`src/rtl/ysyx_24110015_if_id_buf_if.sv`:
```
// Valid/ready bus carrying one {pc, inst} pair.
// Fetch and decode sides of the IF/ID buffer.
interface ysyx_24110015_if_id_buf_if;
  logic        valid;
  logic        ready;
  logic [31:0] pc;
  logic [31:0] inst;

  modport master (
    output valid,
    output pc,
    output inst,
    input  ready
  );

  modport slave (
    input  valid,
    input  pc,
    input  inst,
    output ready
  );
endinterface

```
`src/rtl/ysyx_24110015_if_id_buf.sv`:
```
// Two-entry IF/ID instruction buffer with flush.
// Also counts decode-stall cycles, saturating.
module ysyx_24110015_if_id_buf (
  input  logic                               clk,
  input  logic                               rst,
  input  logic                               flush,
  ysyx_24110015_if_id_buf_if.slave           fetch,
  ysyx_24110015_if_id_buf_if.master          decode,
  output logic [1:0]                         count,
  output logic [31:0]                        stall_cycles
);

  logic [31:0] pc_q   [2];
  logic [31:0] inst_q [2];
  logic        wp;
  logic        rp;
  logic [1:0]  cnt;
  logic [31:0] stall_q;
  logic        push;
  logic        pop;
  logic        stall;

  // Handshake outputs come from registered occupancy only.
  assign fetch.ready  = (cnt != 2'd2);
  assign decode.valid = (cnt != 2'd0);
  assign decode.pc    = pc_q[rp];
  assign decode.inst  = inst_q[rp];

  assign push  = fetch.valid & fetch.ready & ~flush;
  assign pop   = decode.valid & decode.ready & ~flush;
  assign stall = decode.valid & ~decode.ready & ~flush;

  assign count        = cnt;
  assign stall_cycles = stall_q;

  always_ff @(posedge clk) begin
    if (!rst) begin
      for (int i = 0; i < 2; i++) begin
        pc_q[i]   <= '0;
        inst_q[i] <= '0;
      end
      wp  <= 1'b0;
      rp  <= 1'b0;
      cnt <= 2'd0;
    end else if (flush) begin
      wp  <= 1'b0;
      rp  <= 1'b0;
      cnt <= 2'd0;
    end else begin
      if (push) begin
        pc_q[wp]   <= fetch.pc;
        inst_q[wp] <= fetch.inst;
        wp         <= ~wp;
      end
      if (pop) begin
        rp <= ~rp;
      end
      unique case (1'b1)
        push & ~pop: cnt <= cnt + 2'd1;
        pop & ~push: cnt <= cnt - 2'd1;
        default:     cnt <= cnt;
      endcase
    end
  end

  always_ff @(posedge clk) begin
    if (!rst) begin
      stall_q <= '0;
    end else if (stall && (stall_q != 32'hFFFF_FFFF)) begin
      stall_q <= stall_q + 32'd1;
    end
  end

endmodule

```
`src/flat_wrapper.sv`:
```
// flat-port wrapper written by rule: the top's interface ports become plain ports
module ysyx_24110015_if_id_buf_flat 
  (clk, rst, flush, count, stall_cycles, fetch_valid, fetch_pc, fetch_inst, fetch_ready, decode_valid, decode_pc, decode_inst, decode_ready);
  ysyx_24110015_if_id_buf_if fetch_i ();
  ysyx_24110015_if_id_buf_if decode_i ();
  input  logic clk;
  input  logic rst;
  input  logic flush;
  output logic [1:0] count;
  output logic [31:0] stall_cycles;
  input wire logic [$bits(fetch_i.valid)-1:0] fetch_valid;
  input wire logic [$bits(fetch_i.pc)-1:0] fetch_pc;
  input wire logic [$bits(fetch_i.inst)-1:0] fetch_inst;
  output wire logic [$bits(fetch_i.ready)-1:0] fetch_ready;
  output wire logic [$bits(decode_i.valid)-1:0] decode_valid;
  output wire logic [$bits(decode_i.pc)-1:0] decode_pc;
  output wire logic [$bits(decode_i.inst)-1:0] decode_inst;
  input wire logic [$bits(decode_i.ready)-1:0] decode_ready;
  assign fetch_i.valid = fetch_valid;
  assign fetch_i.pc = fetch_pc;
  assign fetch_i.inst = fetch_inst;
  assign fetch_ready = fetch_i.ready;
  assign decode_valid = decode_i.valid;
  assign decode_pc = decode_i.pc;
  assign decode_inst = decode_i.inst;
  assign decode_i.ready = decode_ready;
  ysyx_24110015_if_id_buf u_core (.clk(clk), .rst(rst), .flush(flush), .fetch(fetch_i), .decode(decode_i), .count(count), .stall_cycles(stall_cycles));
endmodule
```
`config.mk`:
```
export PLATFORM = sky130hd
export DESIGN_NAME = ysyx_24110015_if_id_buf_flat
export DESIGN_NICKNAME = d
export VERILOG_FILES = /design/src/rtl/ysyx_24110015_if_id_buf_if.sv /design/src/rtl/ysyx_24110015_if_id_buf.sv /design/src/flat_wrapper.sv
export SDC_FILE = /design/constraint.sdc
export NUM_CORES = 1
export LEC_CHECK = 0
export ABC_AREA = 0
export CAP_MARGIN = 20
export CORE_ASPECT_RATIO = 1.5
export CORE_MARGIN = 3
export CORE_UTILIZATION = 51
export DETAILED_ROUTE_END_ITERATION = 10
export GPL_TIMING_DRIVEN = 0
export HOLD_SLACK_MARGIN = 0.15
export PLACE_DENSITY = 0.81
export SLEW_MARGIN = 20
export SYNTH_ARGS = -nofsm -noshare
export SYNTH_HDL_FRONTEND = slang
export SYNTH_SLANG_ARGS = --single-unit
```
`constraint.sdc`:
```
create_clock -name clk -period 9.4 [get_ports clk]
set_input_delay 1.88 -clock clk [delete_from_list [all_inputs] [get_ports clk]]
set_output_delay 1.88 -clock clk [all_outputs]
set_load 0.005 [all_outputs]
```
== Word-level counts from Yosys, hierarchy flattened ==
Memories as Yosys holds them, arrays and structs flattened. A register that Yosys moved wholly into a read port is not among the register bits.
Cells that the tools add are included.
Word-level totals
  word-level logic and storage cells: 48
  RAM bits: 128
  output and inout bits: 100
  memories kept: 2
  register bits: 36
Memories
  u_core.inst_q: words 2, bits a word 32, read ports 1, clocked after Yosys merged registers in 1, write ports 2, line ysyx_24110015_if_id_buf.sv:14  | logic [31:0] inst_q [2];
  u_core.pc_q: words 2, bits a word 32, read ports 1, clocked after Yosys merged registers in 1, write ports 2, line ysyx_24110015_if_id_buf.sv:13  | logic [31:0] pc_q [2];
Operators by class
  equality and inequality tests: 2
  bitwise gates (word level): 15
  mux-type cells: 16
  $add $sub $neg: 3
  reduce and logical (&&, ||, !) cells: 6
Operator list (count)
  2-to-1 mux 32 bit: 2
  OR reduction 32 bit: 2
  adder 32 x 1 -> 32 bit (second input constant): 1
  != test 32 bit (second input constant): 1
  2-to-1 mux 1 bit: 13
  bitwise AND 1 bit: 8
  inverter 1 bit: 7
  one-hot mux 2 bit (2 select lines): 1
  nonzero test 2 bit: 2
  adder 2 x 1 -> 2 bit (second input constant): 1
  != test 2 bit (second input constant): 1
  OR reduction 2 bit: 1
  subtractor 2 x 1 -> 2 bit (second input constant): 1
  logical AND 1 bit: 1

== Longest topological paths before layout ==
  depth in word-level cells: 9
  depth in mapped cells: 8
  gate-level depth less buffers: 7

== Worst setup path after synthesis ==
No wires, ideal clock.
  kind: input port to flip-flop
  from: in fetch_valid
  to: mem u_core.inst_q[1][0] (enable)
  stages on the path: 4
  required time: 8.826 ns
  library setup time: 0.574 ns
  path slack: 2.011 ns
  arrival: 6.815 ns
  path through: nand2_1 -> or2_1 -> clkbuf_1 -> o21ai_0
RTL lines
  start, declared: line flat_wrapper.sv:11  | input wire logic [$bits(fetch_i.valid)-1:0] fetch_valid;
  end, declared: line ysyx_24110015_if_id_buf.sv:14

==> impl_metrics.csv <==
group,metric,value,unit
synth,async_flop_share,0,%
clock_tree,clk_pin_slew,70,ps
finish,antennaDiodeCount,0,
synth,synthDistinctLibCells,44,
finish,syn2layout_area_growth,35.2,%
critical_path,crit_chain,"clkbuf_1 > clkbuf_1 > mux2_2 > clkdlybuf4s50_1",
timing,hold_violations,0,
route,drt-pass1-iter-count,4,
global_routing,antenna_found_initial,0,
timing,drv_slew,0,
power,power_leakage,3.59,nW
route,vias,5185,
synth,synth_edf_count,128,
floorplanning,dieHeight,154,um
status,status,"finished clean",
floorplanning,ios,169,
route,antenna_left,0,
global_routing,use_met3,6.13,%
timing,setup_viol,0,
placed_design,portBuffers,167,
clock_tree,ctsResizeCount,0,
route,post_drt_wl_per_cell,17.9,um
critical_path,path_class,"register to primary output",
global_routing,grt-ovfl-total,0,
flow_run,cap_violations,0,
timing,skew,8.47,ps
clock_tree,clock_path_buffers,2,
hold_path,min_path_type,"register to register",
global_routing,use_met1,23.2,%
critical_path,start_kind,"register",
floorplanning,rows,53,
synth,syn-mean-instance-area,13.0,um^2
critical_path,setup.worst_path.end_class,"primary output",
clock_tree,htree_num_levels,4,
route,vias_per_cell,5.35,
finish,drive_gt1_share,17.2,%
route,first_iter_violations,149,
critical_path,cp.required,7520,ps
timing,worst_slew_pin_slew,774,ps
critical_path,arrival,2560,ps
finish,fin_nets,835,
clock_tree,post-cts-setup-buffer-count,0,
power,ir_drop,113,uV
route,drc_errors,0,
synth,synth.cell_area,7460,um^2
timing,post-route-period-util,47.3,%
clock_tree,cts-root-buf,"clkbuf_16",
finish,fin_cells,969,
clock_tree,cts.sinks,165,
clock_tree,clock_latency,410,ps
global_routing,busiest_layer,"met2",
critical_path,cp_max_fo,10,
critical_path,crit_buf_inv,3,
global_routing,grt_pass1_wl,27.8,mm
global_routing,grt_max_degree,23,
synth,seq_area_frac_synth,61.5,%
timing,fmaxAchievable,225,MHz
synth,synth_flop_cell,"edfxtp_1",
synth,syn_nets,643,
floorplanning,die_w,105,um
timing,holdWs,511,ps
global_routing,grt_pass1_vias,5627,
global_routing,grt_usage,21.8,%
global_routing,grt_use_met2,40.7,%
placed_design,dp_hpwl,12.8,mm
timing,slew_headroom,48.2,%
synth,yosysWarnings,0,
floorplanning,dieArea,16100,um^2
clock_tree,cts_tree,"built",
floorplanning,initial_core_util,52.5,%
synth,ys_ff_latch,165,
critical_path,crit_top_cell,"clkbuf_1",
critical_path,cp_slowest_stage_delay,530,ps
power,cellPowerDensity,159,nW/um^2
critical_path,cpMaxStageDelayCell,"clkbuf_1",
clock_tree,hold_buffers,0,
synth,syn_inst,572,
timing,fin_crit,4440,ps
route,wl,17.3,mm
floorplanning,core,14200,um^2
critical_path,crit_family,"buffers and inverters",
clock_tree,cts_made_buffers,17,
placed_design,gp_congestion,0.916,
timing,rsz0062_at_grt,"no",
placed_design,dp_cells,937,
==> routing by layer <==
layer	vias to the layer above	routed length, um	share of wire, %
li1	2467	-	-
met1	2511	6380	37
met2	175	9400	54
met3	32	1150	6.7
met4	0	390	2.3
met5	-	0	0
==> stage by stage <==
stage                     worst slack [ps]  power (mW)  utilization [%]  setup TNS (ps)  area [um^2]
final                                 4960        1.60             71.0               0        10100
after global routing                  4820        1.66             71.0               0        10100
after CTS                             4900        1.61             71.0               0        10100
after detailed placement              5200       0.984             67.2               0         9530
after global placement                -925       0.977             66.0         -114210         9370
after floorplan                       2010       0.891                -               0         7460
==> path summary, 6_finish.rpt <==
kind / start / end / slack [ps] / depth (start not counted)
setup reg to reg: u_core.count[0] / u_core.pc_q[0][18] / 7000 / 7
hold / removal: u_core.stall_cycles[31] / u_core.stall_cycles[31] / 510 / 2
hold reg to reg: u_core.stall_cycles[31] / u_core.stall_cycles[31] / 510 / 2
setup / recovery: register / decode_pc[11] / 4960 / 4
==> state kept, by name (all words and copies together) (netlist names), named ones only <==
name / flops
u_core.rp: 1
u_core.wp: 1
u_core.inst_q: 64
u_core.count: 2
u_core.pc_q: 64
u_core.stall_cycles: 32
==> cell families after synthesis <==
kind of cell	Yosys count	synth area share [%]
AND/OR/NAND/NOR	244	20.2
flip-flops	165	61.5
multiplexers	66	9.93
AO/OA/AOI/OAI	49	4.38
buffers and inverters	32	2.01
XOR/XNOR	14	1.64
adder cells (fa/ha/maj)	2	0.336
==> report_power, final <==
| part | switching (mW) | leakage, nW | internal, mW |
|---|---|---|---|
| Sequential | 0.00860 | 1.64 | 0.816 |
| Combinational | 0.0548 | 1.69 | 0.0872 |
| Clock | 0.291 | 0.255 | 0.345 |
==> cells in the mapped netlist, types with 4 or more instances <==
library cell    n  share of area (%)
and2_1        131                 11
edfxtp_1      128                 52
mux2_2         64                9.7
dfxtp_1        37                9.9
clkbuf_1       23                1.2
nand2_1        20                1.0
nor2_1         20                1.0
a21oi_1        16                1.1
nand3_1        12               0.81
o31ai_1        11                1.1
nand4_1        10               0.84
or4_1           9               0.91
xnor2_1         9                1.1
a21oi_2         7               0.82
o21ai_0         7               0.47
or3_1           7               0.59
nor4_1          6               0.50
xor2_1          5               0.59
o21ai_1         4               0.27
or3_2           4               0.40
==> worst min-delay path, stage by stage, from the launching register on <==
cell	delay, ps
dfxtp_1	340
o31ai_1	70
a21oi_1	60
==> layout by cell type (no fill, tap or decap), types with 3 or more instances in the layout <==
cell type / instances
nor2_1: 20
xor2_1: 5
and2_1: 131
nor4_1: 6
o21ai_4: 3
nand2b_1: 3
mux2_2: 64
clkbuf_1: 24
clkdlybuf4s50_1: 167
or4_1: 9
nor4_2: 3
nand3_1: 12
buf_16: 4
dfxtp_1: 37
clkinvlp_4: 4
nand4_1: 10
clkbuf_16: 17
o21ai_0: 5
inv_6: 4
edfxtp_1: 128
inv_1: 3
clkinv_4: 3
nand2_1: 20
o31ai_1: 11
or3_1: 7
or3_2: 4
a21oi_2: 7
o21ai_1: 4
xnor2_1: 9
nand4_2: 3
a21oi_1: 16
==> area by class of cell <==
type	count	area (um^2)
clock buffers	18	429
plain buffers	29	139
flip-flops and latches	165	4580
well taps	192	240
repair buffers	173	1810
clock inverters	14	118
fillers	1051	4110
multi-input cells	375	2750
inverters	3	11.3
Note: power is estimated with default switching activity, not from simulation.
